`config.mk`:
```
export PLATFORM = sky130hd
export DESIGN_NAME = decode_issue_queue_flat
export DESIGN_NICKNAME = d
export VERILOG_FILES = /design/src/rtl/decode_issue_queue_if.sv /design/src/rtl/decode_issue_queue.sv /design/src/flat_wrapper.sv
export SDC_FILE = /design/constraint.sdc
export NUM_CORES = 1
export LEC_CHECK = 0
export ABC_AREA = 1
export BUFFER_PORTS_ARGS = -buffer_cell sky130_fd_sc_hd__buf_2
export CAP_MARGIN = 20
export CORE_ASPECT_RATIO = 1.4
export CORE_MARGIN = 3
export CORE_UTILIZATION = 55
export CTS_CLUSTER_DIAMETER = 200
export DETAILED_ROUTE_END_ITERATION = 12
export PLACE_DENSITY_LB_ADDON = 0.1
export SETUP_SLACK_MARGIN = 0.4
export SYNTH_ARGS = -nofsm -noshare
export SYNTH_HDL_FRONTEND = slang
export SYNTH_SLANG_ARGS = --single-unit
export TNS_END_PERCENT = 1
```
`constraint.sdc`:
```
create_clock -name clk -period 6.6 [get_ports clk]
set_input_delay 0.66 -clock clk [delete_from_list [all_inputs] [get_ports clk]]
set_output_delay 0.66 -clock clk [all_outputs]
set_load 0.01 [all_outputs]
```
`src/rtl/decode_issue_queue_if.sv`:
```
// Decode/issue queue bus: fetch-side push channel, downstream availability
// flags, and the registered issue bundle.
//   master : fetch/dispatch side (drives rdy, flush, in_*, *_avail)
//   slave  : the queue (drives in_ready and all issue outputs)
interface decode_issue_queue_if #(
    parameter int unsigned ROB_W = 4
);
    logic              rdy;
    logic              flush;
    logic              in_valid;
    logic [31:0]       in_inst;
    logic [31:0]       in_pc;
    logic              in_jump;
    logic              in_ready;
    logic              rob_avail;
    logic              rs_avail;
    logic              slb_avail;
    logic [ROB_W-1:0]  rob_avail_num;
    logic              issue_valid;
    logic [1:0]        issue_unit;
    logic [5:0]        op;
    logic [31:0]       imm;
    logic [31:0]       pc;
    logic [1:0]        inst_type;
    logic [4:0]        rd;
    logic [4:0]        rs1;
    logic [4:0]        rs2;
    logic              need_rs1;
    logic              need_rs2;
    logic              set_busy;
    logic              has_jump;
    logic              illegal;
    logic [ROB_W-1:0]  rob_tag;

    modport master (
        output rdy, flush, in_valid, in_inst, in_pc, in_jump,
               rob_avail, rs_avail, slb_avail, rob_avail_num,
        input  in_ready, issue_valid, issue_unit, op, imm, pc, inst_type,
               rd, rs1, rs2, need_rs1, need_rs2, set_busy, has_jump,
               illegal, rob_tag
    );

    modport slave (
        input  rdy, flush, in_valid, in_inst, in_pc, in_jump,
               rob_avail, rs_avail, slb_avail, rob_avail_num,
        output in_ready, issue_valid, issue_unit, op, imm, pc, inst_type,
               rd, rs1, rs2, need_rs1, need_rs2, set_busy, has_jump,
               illegal, rob_tag
    );
endinterface

```
`src/rtl/decode_issue_queue.sv`:
```
// Circular instruction queue between fetch and issue. The head entry is
// decoded combinationally (RV32I) and, when its target unit and the ROB have
// room, registered onto the issue bundle with a one-cycle issue_valid pulse.
// Ports: clk, rst (synchronous, active-high), q (slave side of
// decode_issue_queue_if: rdy/flush/push inputs, avail flags, issue outputs).
module decode_issue_queue #(
    parameter int unsigned DEPTH = 4,
    parameter int unsigned PTR_W = $clog2(DEPTH),
    parameter int unsigned ROB_W = 4
) (
    input  logic                 clk,
    input  logic                 rst,
    decode_issue_queue_if.slave  q
);
    localparam int unsigned CNT_W = PTR_W + 1;

    localparam logic [6:0] OPC_LUI    = 7'b0110111;
    localparam logic [6:0] OPC_AUIPC  = 7'b0010111;
    localparam logic [6:0] OPC_JAL    = 7'b1101111;
    localparam logic [6:0] OPC_JALR   = 7'b1100111;
    localparam logic [6:0] OPC_BRANCH = 7'b1100011;
    localparam logic [6:0] OPC_LOAD   = 7'b0000011;
    localparam logic [6:0] OPC_STORE  = 7'b0100011;
    localparam logic [6:0] OPC_OPIMM  = 7'b0010011;
    localparam logic [6:0] OPC_OP     = 7'b0110011;

    localparam logic [1:0] UNIT_RS  = 2'b00;
    localparam logic [1:0] UNIT_SLB = 2'b01;
    localparam logic [1:0] UNIT_ROB = 2'b10;

    localparam logic [1:0] TYPE_OTHER  = 2'd0;
    localparam logic [1:0] TYPE_JALR   = 2'd1;
    localparam logic [1:0] TYPE_BRANCH = 2'd2;
    localparam logic [1:0] TYPE_STORE  = 2'd3;

    // Op encoding shared with the rest of the core.
    localparam logic [5:0] OP_NOP = 6'd0,  OP_LUI = 6'd1,  OP_AUIPC = 6'd2,
                           OP_JAL = 6'd3,  OP_JALR = 6'd4,
                           OP_BEQ = 6'd5,  OP_BNE = 6'd6,  OP_BLT = 6'd7,
                           OP_BGE = 6'd8,  OP_BLTU = 6'd9, OP_BGEU = 6'd10,
                           OP_LB = 6'd11,  OP_LH = 6'd12,  OP_LW = 6'd13,
                           OP_LBU = 6'd14, OP_LHU = 6'd15,
                           OP_SB = 6'd16,  OP_SH = 6'd17,  OP_SW = 6'd18,
                           OP_ADDI = 6'd19, OP_SLTI = 6'd20, OP_SLTIU = 6'd21,
                           OP_XORI = 6'd22, OP_ORI = 6'd23,  OP_ANDI = 6'd24,
                           OP_SLLI = 6'd25, OP_SRLI = 6'd26, OP_SRAI = 6'd27,
                           OP_ADD = 6'd28, OP_SUB = 6'd29, OP_SLL = 6'd30,
                           OP_SLT = 6'd31, OP_SLTU = 6'd32, OP_XOR = 6'd33,
                           OP_SRL = 6'd34, OP_SRA = 6'd35, OP_OR = 6'd36,
                           OP_AND = 6'd37;

    logic [31:0]      inst_mem [DEPTH];
    logic [31:0]      pc_mem   [DEPTH];
    logic [DEPTH-1:0] jump_mem;

    logic [PTR_W-1:0] head, tail;
    logic [CNT_W-1:0] count;
    logic             enq, deq, avail_ok;

    logic [31:0] h_inst;
    logic [6:0]  opcode, f7;
    logic [2:0]  f3;
    logic [31:0] imm_i, imm_s, imm_b, imm_u, imm_j, imm_sh;

    logic [1:0]  d_unit, d_type;
    logic [5:0]  d_op;
    logic [31:0] d_imm;
    logic [4:0]  d_rd, d_rs1, d_rs2;
    logic        d_need1, d_need2, d_wr, d_ill, d_busy;

    assign h_inst = inst_mem[head];
    assign opcode = h_inst[6:0];
    assign f3     = h_inst[14:12];
    assign f7     = h_inst[31:25];

    assign imm_i  = {{20{h_inst[31]}}, h_inst[31:20]};
    assign imm_s  = {{20{h_inst[31]}}, h_inst[31:25], h_inst[11:7]};
    assign imm_b  = {{20{h_inst[31]}}, h_inst[7], h_inst[30:25], h_inst[11:8], 1'b0};
    assign imm_u  = {h_inst[31:12], 12'h000};
    assign imm_j  = {{12{h_inst[31]}}, h_inst[19:12], h_inst[20], h_inst[30:21], 1'b0};
    assign imm_sh = {27'd0, h_inst[24:20]};

    // Head-entry decode; anything unrecognised collapses to a ROB-only illegal.
    always_comb begin
        d_unit  = UNIT_RS;
        d_type  = TYPE_OTHER;
        d_op    = OP_NOP;
        d_imm   = '0;
        d_rd    = h_inst[11:7];
        d_rs1   = h_inst[19:15];
        d_rs2   = h_inst[24:20];
        d_need1 = 1'b0;
        d_need2 = 1'b0;
        d_wr    = 1'b0;
        d_ill   = 1'b0;
        case (opcode)
            OPC_LUI, OPC_AUIPC: begin
                d_op  = (opcode == OPC_LUI) ? OP_LUI : OP_AUIPC;
                d_imm = imm_u;
                d_rs1 = '0;
                d_rs2 = '0;
                d_wr  = 1'b1;
            end
            OPC_JAL: begin
                d_op  = OP_JAL;
                d_imm = imm_j;
                d_rs1 = '0;
                d_rs2 = '0;
                d_wr  = 1'b1;
            end
            OPC_JALR: begin
                d_op    = OP_JALR;
                d_imm   = imm_i;
                d_rs2   = '0;
                d_need1 = 1'b1;
                d_wr    = 1'b1;
                d_type  = TYPE_JALR;
                d_ill   = (f3 != 3'b000);
            end
            OPC_BRANCH: begin
                d_imm   = imm_b;
                d_rd    = '0;
                d_need1 = 1'b1;
                d_need2 = 1'b1;
                d_type  = TYPE_BRANCH;
                case (f3)
                    3'b000:  d_op = OP_BEQ;
                    3'b001:  d_op = OP_BNE;
                    3'b100:  d_op = OP_BLT;
                    3'b101:  d_op = OP_BGE;
                    3'b110:  d_op = OP_BLTU;
                    3'b111:  d_op = OP_BGEU;
                    default: d_ill = 1'b1;
                endcase
            end
            OPC_LOAD: begin
                d_unit  = UNIT_SLB;
                d_imm   = imm_i;
                d_rs2   = '0;
                d_need1 = 1'b1;
                d_wr    = 1'b1;
                case (f3)
                    3'b000:  d_op = OP_LB;
                    3'b001:  d_op = OP_LH;
                    3'b010:  d_op = OP_LW;
                    3'b100:  d_op = OP_LBU;
                    3'b101:  d_op = OP_LHU;
                    default: d_ill = 1'b1;
                endcase
            end
            OPC_STORE: begin
                d_unit  = UNIT_SLB;
                d_imm   = imm_s;
                d_rd    = '0;
                d_need1 = 1'b1;
                d_need2 = 1'b1;
                d_type  = TYPE_STORE;
                case (f3)
                    3'b000:  d_op = OP_SB;
                    3'b001:  d_op = OP_SH;
                    3'b010:  d_op = OP_SW;
                    default: d_ill = 1'b1;
                endcase
            end
            OPC_OPIMM: begin
                d_imm   = imm_i;
                d_rs2   = '0;
                d_need1 = 1'b1;
                d_wr    = 1'b1;
                case (f3)
                    3'b000:  d_op = OP_ADDI;
                    3'b010:  d_op = OP_SLTI;
                    3'b011:  d_op = OP_SLTIU;
                    3'b100:  d_op = OP_XORI;
                    3'b110:  d_op = OP_ORI;
                    3'b111:  d_op = OP_ANDI;
                    3'b001: begin
                        d_op  = OP_SLLI;
                        d_imm = imm_sh;
                        d_ill = (f7 != 7'b0000000);
                    end
                    default: begin
                        d_imm = imm_sh;
                        if (f7 == 7'b0000000)      d_op  = OP_SRLI;
                        else if (f7 == 7'b0100000) d_op  = OP_SRAI;
                        else                       d_ill = 1'b1;
                    end
                endcase
            end
            OPC_OP: begin
                d_need1 = 1'b1;
                d_need2 = 1'b1;
                d_wr    = 1'b1;
                if (f7 == 7'b0000000) begin
                    case (f3)
                        3'b000:  d_op = OP_ADD;
                        3'b001:  d_op = OP_SLL;
                        3'b010:  d_op = OP_SLT;
                        3'b011:  d_op = OP_SLTU;
                        3'b100:  d_op = OP_XOR;
                        3'b101:  d_op = OP_SRL;
                        3'b110:  d_op = OP_OR;
                        default: d_op = OP_AND;
                    endcase
                end else if (f7 == 7'b0100000 && f3 == 3'b000) begin
                    d_op = OP_SUB;
                end else if (f7 == 7'b0100000 && f3 == 3'b101) begin
                    d_op = OP_SRA;
                end else begin
                    d_ill = 1'b1;
                end
            end
            default: d_ill = 1'b1;
        endcase
        if (d_ill) begin
            d_unit  = UNIT_ROB;
            d_type  = TYPE_OTHER;
            d_op    = OP_NOP;
            d_imm   = '0;
            d_rd    = '0;
            d_rs1   = '0;
            d_rs2   = '0;
            d_need1 = 1'b0;
            d_need2 = 1'b0;
            d_wr    = 1'b0;
        end
    end

    assign d_busy = d_wr && (d_rd != 5'd0);

    // Fullness only; a same-cycle dequeue never frees a slot early.
    assign q.in_ready = (count != CNT_W'(DEPTH));

    assign avail_ok = (d_unit == UNIT_RS)  ? q.rs_avail  :
                      (d_unit == UNIT_SLB) ? q.slb_avail : 1'b1;
    assign enq = q.in_valid && q.in_ready && q.rdy && !q.flush;
    assign deq = (count != '0) && q.rdy && !q.flush && q.rob_avail && avail_ok;

    // Payload storage; pointers alone define validity.
    always_ff @(posedge clk) begin
        if (!rst && enq) begin
            inst_mem[tail] <= q.in_inst;
            pc_mem[tail]   <= q.in_pc;
            jump_mem[tail] <= q.in_jump;
        end
    end

    // Pointers, occupancy and the registered issue bundle.
    always_ff @(posedge clk) begin
        if (rst) begin
            head          <= '0;
            tail          <= '0;
            count         <= '0;
            q.issue_valid <= 1'b0;
            q.issue_unit  <= '0;
            q.op          <= '0;
            q.imm         <= '0;
            q.pc          <= '0;
            q.inst_type   <= '0;
            q.rd          <= '0;
            q.rs1         <= '0;
            q.rs2         <= '0;
            q.need_rs1    <= 1'b0;
            q.need_rs2    <= 1'b0;
            q.set_busy    <= 1'b0;
            q.has_jump    <= 1'b0;
            q.illegal     <= 1'b0;
            q.rob_tag     <= '0;
        end else if (q.flush) begin
            head          <= '0;
            tail          <= '0;
            count         <= '0;
            q.issue_valid <= 1'b0;
        end else if (q.rdy) begin
            if (enq) tail <= tail + PTR_W'(1);
            if (deq) head <= head + PTR_W'(1);
            if (enq && !deq)      count <= count + CNT_W'(1);
            else if (!enq && deq) count <= count - CNT_W'(1);
            q.issue_valid <= deq;
            if (deq) begin
                q.issue_unit <= d_unit;
                q.op         <= d_op;
                q.imm        <= d_imm;
                q.pc         <= pc_mem[head];
                q.inst_type  <= d_type;
                q.rd         <= d_rd;
                q.rs1        <= d_rs1;
                q.rs2        <= d_rs2;
                q.need_rs1   <= d_need1;
                q.need_rs2   <= d_need2;
                q.set_busy   <= d_busy;
                q.has_jump   <= jump_mem[head];
                q.illegal    <= d_ill;
                q.rob_tag    <= q.rob_avail_num;
            end
        end
    end
endmodule

```
`src/flat_wrapper.sv`:
```
// flat-port wrapper written by rule: the top's interface ports become plain ports
module decode_issue_queue_flat 
#(
    parameter int unsigned DEPTH = 4,
    parameter int unsigned PTR_W = $clog2(DEPTH),
    parameter int unsigned ROB_W = 4
)
  (clk, rst, q_rdy, q_flush, q_in_valid, q_in_inst, q_in_pc, q_in_jump, q_rob_avail, q_rs_avail, q_slb_avail, q_rob_avail_num, q_in_ready, q_issue_valid, q_issue_unit, q_op, q_imm, q_pc, q_inst_type, q_rd, q_rs1, q_rs2, q_need_rs1, q_need_rs2, q_set_busy, q_has_jump, q_illegal, q_rob_tag);
  decode_issue_queue_if #(.ROB_W(ROB_W)) q_i ();
  input  logic clk;
  input  logic rst;
  input wire logic [$bits(q_i.rdy)-1:0] q_rdy;
  input wire logic [$bits(q_i.flush)-1:0] q_flush;
  input wire logic [$bits(q_i.in_valid)-1:0] q_in_valid;
  input wire logic [$bits(q_i.in_inst)-1:0] q_in_inst;
  input wire logic [$bits(q_i.in_pc)-1:0] q_in_pc;
  input wire logic [$bits(q_i.in_jump)-1:0] q_in_jump;
  input wire logic [$bits(q_i.rob_avail)-1:0] q_rob_avail;
  input wire logic [$bits(q_i.rs_avail)-1:0] q_rs_avail;
  input wire logic [$bits(q_i.slb_avail)-1:0] q_slb_avail;
  input wire logic [$bits(q_i.rob_avail_num)-1:0] q_rob_avail_num;
  output wire logic [$bits(q_i.in_ready)-1:0] q_in_ready;
  output wire logic [$bits(q_i.issue_valid)-1:0] q_issue_valid;
  output wire logic [$bits(q_i.issue_unit)-1:0] q_issue_unit;
  output wire logic [$bits(q_i.op)-1:0] q_op;
  output wire logic [$bits(q_i.imm)-1:0] q_imm;
  output wire logic [$bits(q_i.pc)-1:0] q_pc;
  output wire logic [$bits(q_i.inst_type)-1:0] q_inst_type;
  output wire logic [$bits(q_i.rd)-1:0] q_rd;
  output wire logic [$bits(q_i.rs1)-1:0] q_rs1;
  output wire logic [$bits(q_i.rs2)-1:0] q_rs2;
  output wire logic [$bits(q_i.need_rs1)-1:0] q_need_rs1;
  output wire logic [$bits(q_i.need_rs2)-1:0] q_need_rs2;
  output wire logic [$bits(q_i.set_busy)-1:0] q_set_busy;
  output wire logic [$bits(q_i.has_jump)-1:0] q_has_jump;
  output wire logic [$bits(q_i.illegal)-1:0] q_illegal;
  output wire logic [$bits(q_i.rob_tag)-1:0] q_rob_tag;
  assign q_i.rdy = q_rdy;
  assign q_i.flush = q_flush;
  assign q_i.in_valid = q_in_valid;
  assign q_i.in_inst = q_in_inst;
  assign q_i.in_pc = q_in_pc;
  assign q_i.in_jump = q_in_jump;
  assign q_i.rob_avail = q_rob_avail;
  assign q_i.rs_avail = q_rs_avail;
  assign q_i.slb_avail = q_slb_avail;
  assign q_i.rob_avail_num = q_rob_avail_num;
  assign q_in_ready = q_i.in_ready;
  assign q_issue_valid = q_i.issue_valid;
  assign q_issue_unit = q_i.issue_unit;
  assign q_op = q_i.op;
  assign q_imm = q_i.imm;
  assign q_pc = q_i.pc;
  assign q_inst_type = q_i.inst_type;
  assign q_rd = q_i.rd;
  assign q_rs1 = q_i.rs1;
  assign q_rs2 = q_i.rs2;
  assign q_need_rs1 = q_i.need_rs1;
  assign q_need_rs2 = q_i.need_rs2;
  assign q_set_busy = q_i.set_busy;
  assign q_has_jump = q_i.has_jump;
  assign q_illegal = q_i.illegal;
  assign q_rob_tag = q_i.rob_tag;
  decode_issue_queue #(.DEPTH(DEPTH), .PTR_W(PTR_W), .ROB_W(ROB_W)) u_core (.clk(clk), .rst(rst), .q(q_i));
endmodule
```
After elaboration in Yosys (flattened, before gate mapping)
Memory sizes are Yosys's and may differ from the RTL's. A register that Yosys moved wholly into a read port is not among the register bits.
Cells that the tools add are included.
{ "totals": {"reg_bits": 78, "mem_bits_rw": 256, "inputBits": 77, "out_inout_bits": 100, "word_cells": 146, "n_memories": 2} }
{ "op_classes": {"addsub": 4, "n_lt_le_gt_ge": 3, "eq_ne": 19, "n_mux": 55, "n_bitwise": 1, "reduce_logical": 44} }
{ "mem_list": {"columns": ["name", "depth", "width", "read_ports", "rd_clocked_by_memory_dff", "write_ports", "line_no", "source"], "rows": [
  ["u_core.inst_mem", 4, 32, 1, 1, 1, "decode_issue_queue.sv:52", "logic [31:0] inst_mem [DEPTH];"],
  ["u_core.pc_mem", 4, 32, 1, 1, 1, "decode_issue_queue.sv:53", "logic [31:0] pc_mem [DEPTH];"]
]} }
{ "ops": {"columns": ["op", "count"], "rows": [
  ["32-bit case mux with 6 select lines", 1],
  ["6-bit case mux with 7 select lines", 2],
  ["32-bit 2-to-1 mux", 2],
  ["6-bit case mux with 8 select lines", 1],
  ["5-bit 2-to-1 mux", 7],
  ["6-bit 2-to-1 mux", 5],
  ["7-bit by 6-bit equality test with 1-bit output (second input constant)", 4],
  ["4-bit case mux with 6 select lines", 1],
  ["6-bit OR reduction", 4],
  ["7-bit equality test (second input constant)", 3],
  ["1-bit 2-to-1 mux", 21],
  ["4-bit case mux with 5 select lines", 1],
  ["5-bit case mux with 3 select lines", 1],
  ["7-bit by 5-bit equality test with 1-bit output (second input constant)", 2],
  ["1-bit logical AND", 14],
  ["3-bit equality test (second input constant)", 4],
  ["2-bit 2-to-1 mux", 5],
  ["2-bit OR reduction", 5],
  ["3-bit OR reduction", 3],
  ["7-bit by 2-bit equality test with 1-bit output (second input constant)", 1],
  ["7-bit logical NOT", 1],
  ["1-bit case mux with 7 select lines", 1],
  ["7-bit nonzero test", 1],
  ["7-bit OR reduction", 1],
  ["other kinds (25)", 35]
]} }

Logic depth before layout (Yosys ltp)
Gate-level depths: netlist of run 1.
{ "depth": {"ltp_word": 15, "mapped_depth": 26, "ltp_nobuf": 23} }

Least setup slack after synthesis of run 1
No wires, ideal clock.
{ "synth_timing": {"kind": "input port to flip-flop", "startpoint": "in rst", "endpoint": "mem u_core.inst_mem[0][0] (enable)", "setup_ns": 0.488, "t_arrival_ns": 3.828, "required_ns": 6.112, "setup_slack_ns": 2.284, "cell_stages": 4, "n_path_buf": 1, "cell_sequence": "inv_1 buf_1 nand2_1 nor2_1"} }
{ "synth_via": {"elab_chain_cells": 4} }
{ "synth_rtl": {"columns": ["item", "line_no", "source"], "rows": [
  ["start: declaration", "flat_wrapper.sv:11", "input logic rst;"],
  ["1-bit logical NOT", "decode_issue_queue.sv:241", "if (!rst && enq) begin"],
  ["1-bit logical AND", "decode_issue_queue.sv:241", null],
  ["1-bit 2-to-1 mux", "decode_issue_queue.sv:241", null],
  ["1-bit 2-to-1 mux (implied by the code)", "decode_issue_queue.sv:242", "inst_mem[tail] <= q.in_inst;"],
  ["end: declaration", "decode_issue_queue.sv:52", null]
]} }
No other way between the ends.

==> results of run 1 <==
[routing by layer]
metal	share of wire (%)	up-vias	global-route usage, %
met1	40	5164	31.0
met2	50	374	43.3
met4	3.2	2	9.96
li1	-	5259	-
met5	0.019	-	0
met3	6.7	74	5.00
[state kept, by name, indices dropped and copies added (netlist names), 3 cells and up, named ones only]
| name | cells |
|---|---|
| u_core.count | 3 |
| u_core.pc_mem | 128 |
| u_core.q.rs2 | 5 |
| u_core.q.pc | 32 |
| u_core.q.rd | 5 |
| u_core.jump_mem | 4 |
| u_core.q.op | 6 |
| u_core.inst_mem | 128 |
| u_core.q.rs1 | 5 |
| u_core.q.rob_tag | 4 |
| u_core.q.imm | 32 |
[power by group through the flow]
stage | clock, mW | sequential, mW | combinational, mW
5_1_grt | 2.13 | 2.48 | 0.124
3_3_place_gp | 0 | 2.53 | 0.108
3_5_place_dp | 0 | 2.53 | 0.111
2_1_floorplan | 0 | 2.53 | 0.0469
4_1_cts | 2.03 | 2.48 | 0.111
6_report | 2.01 | 2.48 | 0.111
[worst max-delay path by stage]
stage	startpoint	end	cells after the start	slack, ns
final	flip-flop	u_core.count[2]$_SDFFE_PP0P_	22	1.88
after global routing	flip-flop	u_core.count[2]$_SDFFE_PP0P_	22	1.47
after CTS	flip-flop	u_core.count[2]$_SDFFE_PP0P_	22	1.89
after detailed placement	flip-flop	u_core.count[2]$_SDFFE_PP0P_	22	2.00
after global placement	flip-flop	u_core.count[2]$_SDFFE_PP0P_	22	2.16
after floorplan	rst	u_core.inst_mem[0][0]$_DFFE_PP_	4	2.28
[cell type report]
class / count / area (um2)
antenna: 3 / 7.51
clock buffer: 49 / 1000
clock inverter: 14 / 160
fill: 2070 / 9220
inverter: 62 / 234
multi-input combinational: 926 / 4220
sequential: 367 / 9950
tap: 324 / 405
timing repair buffer: 198 / 1080
[kinds of logic (layout without fill, tap and decap cells)]
kind of cell    count (synthesis)  count (layout)  share of synthesized area (%)
other cells                     0               3                              0
compound gates                300             300                           11.0
buf+inv                       144             323                           4.43
flops                         367             367                           67.3
simple gates                  619             619                           16.7
xor+xnor                        1               1                         0.0592
fa+ha+maj                       6               6                          0.558
[metrics by stage]
| stage | hold slack [ns] | power [mW] | instances | setup WS, ns | instance area (um2) |
|---|---|---|---|---|---|
| after floorplan | 0.458 | 2.58 | 1437 | 2.28 | 14800 |
| after global placement | 0.445 | 2.64 | 1875 | 2.16 | 15900 |
| after detailed placement | 0.454 | 2.64 | 1875 | 2.00 | 15900 |
| after CTS | 0.323 | 4.63 | 1938 | 1.89 | 17000 |
| after global routing | 0.328 | 4.74 | 1943 | 1.47 | 17100 |
| final | 0.343 | 4.60 | 1943 | 1.88 | 17100 |
[cells in the final DEF (no fill, tap or decap), types with 7 or more instances in the layout]
cell type  instances
a21oi_1           89
edfxtp_1         260
inv_1             54
nand3_1           68
o21ai_0          138
dfxtp_1          105
or2_2              7
o22ai_1           43
a31oi_1           11
nor2_1           192
buf_4             19
clkbuf_1           8
clkinv_2           7
nand2_1          329
clkbuf_16         36
buf_2            176
==> results.py, run 1 <==
metrics = {
    "clocking": {
        "clk_pin_slew_ns": 0.06,
        "cts-root-buf": "clkbuf_16",
        "cts_made_buffers": 35,
        "ctsLongestPathBuffers": 3,
        "numClockSinks": 367,
        "post-cts-setup-buffers": 0,
        "cts_hold_buffers": 0,
        "clkLatencyLatePin_ns": 0.53,
        "cts_resized": 0,
        "cts_tree": "yes",
        "htreeDepth": 2,
    },
    "floorplan": {
        "io_pins": 177,
        "rows": 70,
        "initial_core_util_pct": 56.3,
        "core_um2": 26300,
        "fp.dieArea_um2": 28900,
        "die_h_um": 200,
        "fp.dieW_um": 145,
    },
    "timing": {
        "worst_slew_pin_slew_ns": 1.07,
        "hold_viol": 0,
        "rsz0062_at_grt": "no",
        "relSlewSlack_pct": 28.4,
        "finalSetupViolCount": 0,
        "clock.fmax_mhz": 212,
        "post-route-period-util_pct": 71.5,
        "slew_violations": 0,
        "fin_crit_ns": 4.72,
        "finalClockSkew_ns": 0.0191,
        "tns_ns": 0,
    },
    "worst_setup_path": {
        "critPathSlowestCell": "inv_2",
        "critical-path-max-stage-delay_ns": 0.52,
        "worst-path-buf-inv": 4,
        "startpoint_type": "flip-flop",
        "end_kind": "flip-flop",
        "path_delay_family": "simple AND/OR/NAND/NOR gates",
        "path_max_fanout": 36,
        "reg2reg_to": "u_core.count[2]$_SDFFE_PP0P_",
        "crit_type": "flip-flop to flip-flop",
        "rr_worst_depth": 22,
        "path_common_cell": "nand2_1",
        "cp_data_arrival_time_ns": 5.16,
        "worstPathCellList": "inv_2 > buf_4 > nand2_1 > nand3_1 > nand2_1 > nor2_1 > nand2_1 > nor2_1 > nor2_1 > nand2_1 > nand3_1 > nor2_2 > nand2_1 > nand2_4 > ha_1 > inv_1 > fa_1 > inv_1 > a21oi_1 > o21ai_0 > o21ai_0 > a21oi_1",
        "required_ns": 7.04,
        "r2r_setup_slack_ns": 1.88,
    },
    "synthesis": {
        "ys_async_sr_fraction_pct": 0,
        "yosysMostFrequentCell": "nand2_1",
        "synth-edff-count": 260,
        "synthTopCellsByArea": "edfxtp_1 53%, dfxtp_1 14%, nand2_1 8.4%",
        "ys_seq_area_share_pct": 67.3,
        "synth_commonest_cells": "329 x nand2_1, 260 x edfxtp_1, 196 x nor2_1",
        "syn-instance-count": 1437,
        "syn_avg_cell_area_um2": 10.3,
        "synth_fp_nets": 1520,
        "syn-cell-area_um2": 14800,
        "synth_ff_type": "edfxtp_1",
        "netlist.area_leader.share_pct": 52.8,
        "synth_top_cell_by_area": "edfxtp_1",
        "ys_seq_elements": 367,
        "synth_cell_types": 32,
        "synth_warnings": 0,
    },
    "global_routing": {
        "grt_antenna_before_repair": 4,
        "grt_pass1_vias": 10724,
        "grt_pass1_wl_um": 56300,
        "grt_use_total_pct": 25.1,
        "grt_max_degree": 108,
        "grt_overflow": 0,
    },
    "power": {
        "power.switching_mw": 0.908,
        "p_leak_nw": 6.67,
        "pwr-share-comb_pct": 2.4,
        "swShare_pct": 19.7,
        "power.internal_mw": 3.69,
        "p_clk_share_pct": 43.7,
        "seqPwrFrac_pct": 53.9,
        "ir_drop_v": 0.000255,
        "power_density_nw_per_um2": 270,
    },
    "detailed_routing": {
        "dr.pass1.iters": 5,
        "avgViaCountPerCell": 5.60,
        "vias": 10873,
        "detail-route-antenna-nets": 0,
        "drtIter0Drc": 722,
        "finalWirelength_um": 36300,
        "wl_per_cell_um": 18.7,
        "drc": 0,
    },
    "hold_path": {
        "hold_depth": 1,
        "holdCritStartpoint": "q_in_pc[27]",
        "min_to": "u_core.pc_mem[3][27]$_DFFE_PP_",
        "holdCritPathClass": "input pin to flip-flop",
    },
    "final_layout": {
        "synthToLayoutAreaGrowth_pct": 15.3,
        "fin_util_pct": 64.9,
        "layout-drive-gt1-share_pct": 17.4,
        "nets": 1673,
    },
    "place": {
        "gp_congestion": 0.976,
        "post-dp-hpwl_um": 22700,
        "portBuffers": 176,
    },
    "job": {
        "cap_violations": 0,
    },
    "outcome": {
        "status": "finished clean",
    },
}
(Power assumes the default switching activity.)
==> inputs of run 2 (changes only) <==
Settings changed: CORE_UTILIZATION 55 to 52.
Clock period 6.6 ns to 3.9 ns, I/O delays scaled along.
==> run 2 against run 1 <==
- clock-buffer cell count rose by 4
- clock power rose by 71%
- cell area rose by 1.8%
- setup slack got worse by 1.2 ns
- utilization fell by 2.5 points
- total power rose by 70%
- non-clock buffer count rose by 11
- critical path depth fell by 1
- final cell count rose by 3.1%
- sequential cell count did not move
- first-iteration DRC count fell by 1.4%
- die area rose by 5.6%
- highest routed layer unchanged
==> results.py, run 2 (synthesis results as in run 1) <==
metrics = {
    "global_routing": {
        "grt_pass1_vias": 10412,
        "grt_max_degree": 76,
        "grt_pass1_wl_um": 56100,
        "grt_overflow": 0,
        "grt_antenna_before_repair": 5,
        "grt_use_total_pct": 23.6,
    },
    "floorplan": {
        "rows": 72,
        "fp.dieW_um": 149,
        "initial_core_util_pct": 53.1,
        "io_pins": 177,
        "core_um2": 27800,
        "die_h_um": 206,
        "fp.dieArea_um2": 30500,
    },
    "timing": {
        "slew_violations": 0,
        "fin_ws_ns": 0.686,
        "rsz0062_at_grt": "no",
        "post-route-period-util_pct": 82.4,
        "worst_slew_pin_slew_ns": 0.871,
        "relSlewSlack_pct": 41.9,
        "fin_hold_ws_ns": 0.0789,
        "hold_viol": 0,
        "clock.fmax_mhz": 311,
        "finalSetupViolCount": 0,
        "fin_crit_ns": 3.21,
        "finalClockSkew_ns": 0.0161,
    },
    "final_layout": {
        "fill_cells": 2274,
        "final-seq-area_um2": 9950,
        "final_common_cell": "nand2_1",
        "final_cell_area_um2": 17400,
        "multi_input_comb_area_um2": 4250,
        "synthToLayoutAreaGrowth_pct": 17.5,
        "fin_util_pct": 62.4,
        "nets": 1685,
        "top_regs": "u_core.inst_mem: 128 flops, u_core.pc_mem: 128 flops",
        "layout-drive-gt1-share_pct": 18.6,
        "final_cell_mix": "326 x nand2_1, 260 x edfxtp_1, 190 x nor2_1",
    },
    "place": {
        "place_ws_ns": 0.591,
        "post_dp_cell_area_um2": 16000,
        "gp_congestion": 0.987,
        "post-dp-hpwl_um": 22900,
        "portBuffers": 176,
    },
    "worst_setup_path": {
        "startpoint_type": "flip-flop",
        "cp_data_arrival_time_ns": 3.66,
        "end_kind": "flip-flop",
        "path_max_fanout": 21,
        "crit_type": "flip-flop to flip-flop",
        "required_ns": 4.35,
    },
    "job": {
        "cap_violations": 0,
    },
    "hold_path": {
        "holdCritPathClass": "input pin to flip-flop",
    },
    "detailed_routing": {
        "avgViaCountPerCell": 5.40,
        "finalWirelength_um": 36300,
        "detail-route-antenna-nets": 0,
        "drtIter0Drc": 712,
        "vias": 10826,
        "wl_per_cell_um": 18.1,
        "dr.pass1.iters": 5,
        "drc": 0,
    },
    "power": {
        "p_clk_share_pct": 43.9,
        "finalPower_mw": 7.82,
        "pwr-share-comb_pct": 2.4,
        "p_leak_nw": 6.77,
        "power.switching_mw": 1.54,
        "power_density_nw_per_um2": 450,
        "swShare_pct": 19.7,
        "power.internal_mw": 6.28,
        "ir_drop_v": 0.000420,
        "seqPwrFrac_pct": 53.7,
    },
    "clocking": {
        "cts_hold_buffers": 0,
        "clk_pin_slew_ns": 0.06,
        "cts_made_buffers": 36,
        "htreeDepth": 2,
        "numClockSinks": 367,
        "clkLatencyLatePin_ns": 0.52,
        "ctsLongestPathBuffers": 3,
        "cts-root-buf": "clkbuf_16",
        "cts_tree": "yes",
    },
    "outcome": {
        "status": "finished clean",
    },
}
==> run 2: cell types whose count changed in the layout (fill, tap and decap cells not counted), sizes merged <==
cell and change:
buf +11, bufinv -1, clkbuf +4, clkinv -2
clkinvlp +1, inv +1
==> run 2: cell type report <==
class                           instances  share of cell area [%]
Inverter                               62                    1.38
Tap cell                              370                    2.67
Clock buffer                           53                    6.10
Sequential cell                       367                    57.3
Multi-Input combinational cell        926                    24.5
Antenna cell                            3                  0.0432
Clock inverter                         13                   0.713
Timing Repair Buffer                  209                    7.33
==> run 2: per-layer routing <==
layer	share of wire, %	up-vias	wire length (um)	track usage, %
met5	0.072	-	26	0
met4	3.3	4	1210	9.24
met3	6.0	80	2170	5.05
met2	51	315	18300	41.4
met1	40	5145	14500	28.3
li1	-	5282	-	-
==> run 2: repair_timing <==
| action | CTS | global route |
|---|---|---|
| setup endpoints to repair | 0 | 1 |
| resized for setup | 0 | 19 |
| setup buffers | 0 | 4 |
==> run 2: worst max-delay path, cell delays in order (launching register included) <==
cell	delay (ns)
dfxtp_2	0.38
inv_4	0.11
buf_4	0.21
nand2_1	0.07
nand3_1	0.06
nand2_1	0.15
nand2_1	0.13
nor2_4	0.16
nand4_1	0.15
nand3_1	0.12
nand2_1	0.06
nor2_2	0.15
nand2_1	0.10
nand2_4	0.09
ha_1	0.19
inv_1	0.07
fa_1	0.41
inv_1	0.08
a21oi_1	0.07
o21ai_0	0.11
o21ai_0	0.12
a21oi_1	0.15
==> run 2: final timing paths <==
path / depth (start not counted) / startpoint / endpoint / slack [ns]
setup / recovery: 21 / flip-flop / u_core.count[2]$_SDFFE_PP0P_ / 0.69
hold / removal: 1 / q_in_pc[10] / u_core.pc_mem[2][10]$_DFFE_PP_ / 0.08
setup reg to reg: 21 / flip-flop / u_core.count[2]$_SDFFE_PP0P_ / 0.69
hold reg to reg: 2 / u_core.q.pc[5]$_SDFFE_PP0P_ / u_core.q.pc[5]$_SDFFE_PP0P_ / 0.46
==> run 2: power by group through the flow <==
stage / logic (mW) / clock network (mW) / registers (mW)
after global routing: 0.210 / 3.66 / 4.20
after detailed placement: 0.187 / 0 / 4.28
after CTS: 0.188 / 3.49 / 4.20
after floorplan: 0.0794 / 0 / 4.29
final: 0.188 / 3.43 / 4.20
after global placement: 0.184 / 0 / 4.28
==> run 2: metrics by stage <==
step	cells	TNS, ns
final	2003	0
after global routing	2003	0
after detailed placement	1928	0
after global placement	1928	0
after CTS	1994	0
after floorplan	1437	-48.09
